## src/rtl/axi_pkg.sv

```systemverilog
// Shared types and constants for the AXI initiator: FSM state encodings,
// response codes and burst-length widths.
package axi_pkg;
  localparam int LEN_W = 4;
  localparam int CNT_W = LEN_W + 1;

  localparam logic [1:0] OKAY   = 2'd0;
  localparam logic [1:0] EXOKAY = 2'd1;
  localparam logic [1:0] SLVERR = 2'd2;
  localparam logic [1:0] DECERR = 2'd3;

  typedef enum logic [1:0] {R_IDLE, R_ADDR, R_DATA} ReadState;
  typedef enum logic [1:0] {W_IDLE, W_ADDR, W_DATA, W_RESP} WriteState;
endpackage

```

## src/rtl/axi_burst_counter.sv

```systemverilog
// Beat counter for one burst direction: cleared on load, bumped per beat,
// flags the final beat of a len+1 beat burst.
module axi_burst_counter
  import axi_pkg::*;
(
  input  logic             CLK,
  input  logic             nRST,
  input  logic             load_i,
  input  logic             inc_i,
  input  logic [LEN_W-1:0] len_i,
  output logic             last_o
);
  logic [CNT_W-1:0] count_q;

  // One extra bit over len so a 16-beat burst never wraps back to zero.
  always_ff @(posedge CLK or negedge nRST) begin
    if (!nRST)       count_q <= '0;
    else if (load_i) count_q <= '0;
    else if (inc_i)  count_q <= count_q + 1'b1;
  end

  assign last_o = (count_q == CNT_W'(len_i));
endmodule

```

## src/rtl/axi_initiator.sv

```systemverilog
// AXI3-style initiator: independent read and write FSMs turning single-beat
// user burst requests into AR/AW/W traffic and R/B responses.
module axi_initiator
  import axi_pkg::*;
#(
  parameter logic [11:0] ID = 12'd0
) (
  input  logic             CLK,
  input  logic             nRST,
  input  logic             readReq__ENA,
  input  logic [31:0]      readReq_addr,
  input  logic [LEN_W-1:0] readReq_len,
  output logic             readReq__RDY,
  output logic             readData__ENA,
  output logic [31:0]      readData_data,
  output logic             readData_last,
  input  logic             readData__RDY,
  input  logic             writeReq__ENA,
  input  logic [31:0]      writeReq_addr,
  input  logic [LEN_W-1:0] writeReq_len,
  output logic             writeReq__RDY,
  input  logic             writeData__ENA,
  input  logic [31:0]      writeData_data,
  output logic             writeData__RDY,
  output logic             writeDone__ENA,
  output logic [1:0]       writeDone_resp,
  input  logic             writeDone__RDY,
  output logic             AR__ENA,
  output logic [31:0]      AR_addr,
  output logic [11:0]      AR_id,
  output logic [LEN_W-1:0] AR_len,
  input  logic             AR__RDY,
  output logic             AW__ENA,
  output logic [31:0]      AW_addr,
  output logic [11:0]      AW_id,
  output logic [LEN_W-1:0] AW_len,
  input  logic             AW__RDY,
  output logic             W__ENA,
  output logic [31:0]      W_data,
  output logic [11:0]      W_id,
  output logic             W_last,
  input  logic             W__RDY,
  input  logic             R__ENA,
  input  logic [31:0]      R_data,
  input  logic [11:0]      R_id,
  input  logic             R_last,
  input  logic [1:0]       R_resp,
  output logic             R__RDY,
  input  logic             B__ENA,
  input  logic [11:0]      B_id,
  input  logic [1:0]       B_resp,
  output logic             B__RDY,
  output logic             rdError,
  output logic             wrError
);
  ReadState         rd_state_q, rd_state_d;
  logic [31:0]      rd_addr_q;
  logic [LEN_W-1:0] rd_len_q;
  logic             rd_err_q, rd_err_d, rd_last;
  logic             rd_req_fire, r_fire;

  WriteState        wr_state_q, wr_state_d;
  logic [31:0]      wr_addr_q;
  logic [LEN_W-1:0] wr_len_q;
  logic             wr_err_q, wr_err_d, wr_last;
  logic             wr_req_fire, w_fire, b_fire;

  assign rd_req_fire = readReq__ENA && (rd_state_q == R_IDLE);
  assign r_fire      = R__ENA && readData__RDY && (rd_state_q == R_DATA);
  assign wr_req_fire = writeReq__ENA && (wr_state_q == W_IDLE);
  assign w_fire      = writeData__ENA && W__RDY && (wr_state_q == W_DATA);
  assign b_fire      = B__ENA && writeDone__RDY && (wr_state_q == W_RESP);

  axi_burst_counter u_rd_cnt (
    .CLK(CLK), .nRST(nRST), .load_i(rd_req_fire), .inc_i(r_fire),
    .len_i(rd_len_q), .last_o(rd_last)
  );

  axi_burst_counter u_wr_cnt (
    .CLK(CLK), .nRST(nRST), .load_i(wr_req_fire), .inc_i(w_fire),
    .len_i(wr_len_q), .last_o(wr_last)
  );

  always_comb begin
    rd_state_d    = rd_state_q;
    rd_err_d      = rd_err_q;
    readReq__RDY  = (rd_state_q == R_IDLE);
    AR__ENA       = (rd_state_q == R_ADDR);
    AR_addr       = rd_addr_q;
    AR_id         = ID;
    AR_len        = rd_len_q;
    R__RDY        = (rd_state_q == R_DATA) && readData__RDY;
    readData__ENA = (rd_state_q == R_DATA) && R__ENA;
    readData_data = R_data;
    readData_last = rd_last;
    unique case (rd_state_q)
      R_IDLE: if (readReq__ENA) rd_state_d = R_ADDR;
      R_ADDR: if (AR__RDY)      rd_state_d = R_DATA;
      // An early R_last from the slave still terminates the burst.
      R_DATA: if (r_fire && (rd_last || R_last)) rd_state_d = R_IDLE;
      default: rd_state_d = R_IDLE;
    endcase
    if (r_fire && (R_resp != OKAY || R_id != ID || R_last != rd_last))
      rd_err_d = 1'b1;
    if (R__ENA && rd_state_q != R_DATA)
      rd_err_d = 1'b1;
  end

  always_ff @(posedge CLK or negedge nRST) begin
    if (!nRST) begin
      rd_state_q <= R_IDLE;
      rd_addr_q  <= '0;
      rd_len_q   <= '0;
      rd_err_q   <= 1'b0;
    end else begin
      rd_state_q <= rd_state_d;
      rd_err_q   <= rd_err_d;
      if (rd_req_fire) begin
        rd_addr_q <= readReq_addr;
        rd_len_q  <= readReq_len;
      end
    end
  end

  always_comb begin
    wr_state_d     = wr_state_q;
    wr_err_d       = wr_err_q;
    writeReq__RDY  = (wr_state_q == W_IDLE);
    AW__ENA        = (wr_state_q == W_ADDR);
    AW_addr        = wr_addr_q;
    AW_id          = ID;
    AW_len         = wr_len_q;
    W__ENA         = (wr_state_q == W_DATA) && writeData__ENA;
    W_data         = writeData_data;
    W_id           = ID;
    W_last         = wr_last;
    writeData__RDY = (wr_state_q == W_DATA) && W__RDY;
    B__RDY         = (wr_state_q == W_RESP) && writeDone__RDY;
    writeDone__ENA = (wr_state_q == W_RESP) && B__ENA;
    writeDone_resp = B_resp;
    unique case (wr_state_q)
      W_IDLE: if (writeReq__ENA)       wr_state_d = W_ADDR;
      W_ADDR: if (AW__RDY)             wr_state_d = W_DATA;
      W_DATA: if (w_fire && wr_last)   wr_state_d = W_RESP;
      W_RESP: if (b_fire)              wr_state_d = W_IDLE;
      default: wr_state_d = W_IDLE;
    endcase
    if (b_fire && (B_resp != OKAY || B_id != ID))
      wr_err_d = 1'b1;
    if (B__ENA && wr_state_q != W_RESP)
      wr_err_d = 1'b1;
  end

  always_ff @(posedge CLK or negedge nRST) begin
    if (!nRST) begin
      wr_state_q <= W_IDLE;
      wr_addr_q  <= '0;
      wr_len_q   <= '0;
      wr_err_q   <= 1'b0;
    end else begin
      wr_state_q <= wr_state_d;
      wr_err_q   <= wr_err_d;
      if (wr_req_fire) begin
        wr_addr_q <= writeReq_addr;
        wr_len_q  <= writeReq_len;
      end
    end
  end

  assign rdError = rd_err_q;
  assign wrError = wr_err_q;
endmodule

```

## config.mk

```make
export PLATFORM = sky130hd
export DESIGN_NAME = axi_initiator
export DESIGN_NICKNAME = d
export VERILOG_FILES = /design/src/rtl/axi_pkg.sv /design/src/rtl/axi_burst_counter.sv /design/src/rtl/axi_initiator.sv
export SDC_FILE = /design/constraint.sdc
export NUM_CORES = 1
export LEC_CHECK = 0
export CORE_AREA = 2 2 144 146
export DETAILED_ROUTE_END_ITERATION = 12
export DIE_AREA = 0 0 146 148
export GPL_TIMING_DRIVEN = 0
export SETUP_SLACK_MARGIN = 0.05
export SLEW_MARGIN = 0
export SYNTH_ARGS = -nofsm -noshare
export SYNTH_HDL_FRONTEND = slang
export SYNTH_HIERARCHICAL = 1
export SYNTH_SLANG_ARGS = --single-unit
```

## constraint.sdc

```tcl
create_clock -name CLK -period 2.4 [get_ports CLK]
set_input_delay 0.48 -clock CLK [delete_from_list [all_inputs] [get_ports CLK]]
set_output_delay 0.48 -clock CLK [all_outputs]
set_load 0.02 [all_outputs]
```

==> results_dict.tcl <==
set metrics [dict create \
    status "complete, no violations" \
    drtPass1Iterations 4 \
    worst_slew_margin_rel_pct 58.8 \
    dp.final_hpwl_um 10600 \
    cts_hold_buf 0 \
    fin_skew_ns 0.00622 \
    synthFlopType "dfrtp_1" \
    hold_slack_ns 0.145 \
    p_leak_nw 3.60 \
    required_ns 1.92 \
    start_util_pct 22.7 \
    rsz0062_at_grt "false" \
    synthMuxAreaShare_pct 20.2 \
    grtUsageTotal_pct 11.9 \
    postSynthAreaPerCell_um2 12.6 \
    final_common_cell "clkdlybuf4s50_1" \
    max-cap-violations 0 \
    critPathLaunchType "register" \
    seq_power_share_pct 29.5 \
    antenna_left 0 \
    vias_per_cell 3.74 \
    clk_path_buf_depth 2 \
    synth_area_um2 4550 \
    combPwrFrac_pct 51.5 \
    cts_tree "built" \
    place_ws_ns 0.156 \
    yosysUniqueCellTypes 33 \
    finalSetupViolations 0 \
    grt_pass1_vias 3604 \
    synth_edf_count 0 \
    cts_root_buf "clkbuf_16" \
    layout-drive-gt1-share_pct 29.6 \
    final_cell_count_no_fill 949 \
    grt_max_degree 46 \
    insertion_delay_ns 0.34 \
    path_clk_slew_ns 0.06 \
    worst_slew_pin_slew_ns 0.619 \
    syn_to_final_growth_pct 76.6 \
    drc 0 \
    yosysWarnings 6 \
    reg2reg_depth 8 \
    worstPathArrival_ns 1.76 \
    power.density_nw_per_um2 1090 \
    clockPowerShare_pct 19.0 \
    core_area_um2 20000 \
    layout_min_cycle_time_ns 2.24 \
    period_share_pct 93.5 \
    htreeDepth 3 \
    cts.sinks 88 \
    ff2ff_setup_slack_ns 0.32 \
    crit_path_end "writeReq__RDY" \
    wirelength_um 13100 \
    die_y_um 148 \
    rr_startpoint "u_rd_cnt/count_q[2]" \
    synth_top_family_by_area "multiplexers" \
    antenna_found_initial 1 \
    nets 857 \
    vdd_drop_max_v 0.000602 \
    ios 365 \
    dieWidth_um 146 \
    routabilityCongestion 0.696 \
    vias 3546 \
    fin_ws_ns 0.156 \
    yosys.area_share.simple_pct 5.92 \
    cp-startpoint "wr_state_q[0]" \
    r2r_end "rdError" \
    path_max_fanout 4 \
    switching_share_pct 34.7 \
    netlist_instances 362 \
    timing_worst_setup_path_type "reg -> out" \
    ys_ff_latch 88 \
    dr.first_iter.drc_count 81 \
    layout_common_cells "clkdlybuf4s50_1 (258), buf_4 (104), dfrtp_1 (88), mux2_2 (53), conb_1 (36)" \
    io_buffers 264 \
    final-max-slew-violation-count 0 \
    max_freq_ghz 0.446 \
    rows 52 \
    stdcell_area_um2 8030 \
    async_reset_ff_share_pct 100 \
    synth_compound_gate_area_share_pct 1.18 \
    gr-total-overflow 0 \
    synthAdderAreaFrac_pct 1.93 \
    die_area_um2 21600 \
    grt_first_pass_wirelength_um 20000 \
    ys_seq_area_share_pct 48.4 \
    wl_per_cell_um 13.8 \
    power.internal_w 0.00570 \
    power_switching_w 0.00303 \
    dpl.cell_count 932 \
    hold_class "in -> async" \
    utilization_pct 40.1 \
    end_kind "output pin" \
    hold_viol_final 0 \
    place_area_um2 7680 \
    numCtsBuffers 9 \
    synth_xor_area_share_pct 3.08 \
]
## Yosys cell counts (5+ instances only)
cell	n	share of area, %
and2_1	6	0.83
mux2_4	20	6.6
mux2_2	53	13
nor4_1	6	0.83
nor2_1	12	0.99
xnor2_1	8	1.5
ha_1	7	1.9
nand2_1	5	0.41
inv_1	8	0.66
buf_4	103	17
nand4_1	5	0.69
dfrtp_1	88	48
xor2_1	8	1.5
## sequential cells by signal, summed over array words and instances (netlist names)
register / count
AR_len: 4
u_wr_cnt/count_q: 5
wrError: 1
u_rd_cnt/count_q: 5
AR_addr: 32
AW_addr: 32
rd_state_q: 2
wr_state_q: 2
AW_len: 4
rdError: 1
## worst min-delay path by stage
stage / startpoint / slack (ns) / to / cells past startpoint
2_1_floorplan: nRST / 0.18 / AR_addr[0] / 0
3_3_place_gp: wrError / 0.46 / wrError / 2
3_5_place_dp: wrError / 0.46 / wrError / 2
4_1_cts: nRST / 0.17 / AR_addr[24] / 1
5_1_grt: nRST / 0.18 / AR_addr[24] / 1
6_report: nRST / 0.15 / AR_addr[24] / 1
## per-layer routing
| layer | vias up | GRT usage (%) | share of wire [%] |
|---|---|---|---|
| li1 | 1701 | - | - |
| met5 | - | 0 | 0 |
| met2 | 203 | 20.6 | 51 |
| met3 | 13 | 4.81 | 11 |
| met4 | 0 | 3.79 | 1.3 |
| met1 | 1629 | 13.5 | 37 |
## timing repair
action / CTS / global route
setup endpoints to repair: 4 / 1
buffers inserted: 0 / 0
gates resized for setup: 4 / 1
pin swaps: 0 / 0
## kinds of logic after synthesis
logic type,Yosys count
buffers and inverters,117
AOI/OAI and AO/OA,8
DFF,88
other,1
and+or+nand+nor,50
muxes,75
adders and majority gates,7
xor gates and xnor gates,16
## power by group through the flow
stage / logic [W] / clock network, W / registers [W]
floorplan: 0.00173 / 0 / 0.00333
global placement: 0.00456 / 0 / 0.00260
detailed placement: 0.00458 / 0 / 0.00262
CTS: 0.00458 / 0.00172 / 0.00260
global route: 0.00479 / 0.00178 / 0.00269
finish: 0.00450 / 0.00166 / 0.00258
## cell type report
cell class | count | area, um^2
buffer | 109 | 843
multi-input combinational | 192 | 1600
inverter | 8 | 30.0
fill | 1969 | 12000
timing repair buffer | 265 | 2670
tap | 270 | 338
sequential | 88 | 2200
clock buffer | 11 | 243
antenna | 1 | 2.50
clock inverter | 5 | 104
## critical path, cell delays in order (launching register included)
cell and delay [ns]:
dfrtp_1 0.40, inv_1 0.11, ha_1 0.25, clkdlybuf4s50_1 0.66
## stage by stage
stage / TNS (ns) / total power [W]
after floorplan: 0 / 0.00507
after global placement: -248.15 / 0.00716
after detailed placement: 0 / 0.00719
after CTS: 0 / 0.00890
after global routing: 0 / 0.00926
final: 0 / 0.00873
(Power assumes the default switching activity.)
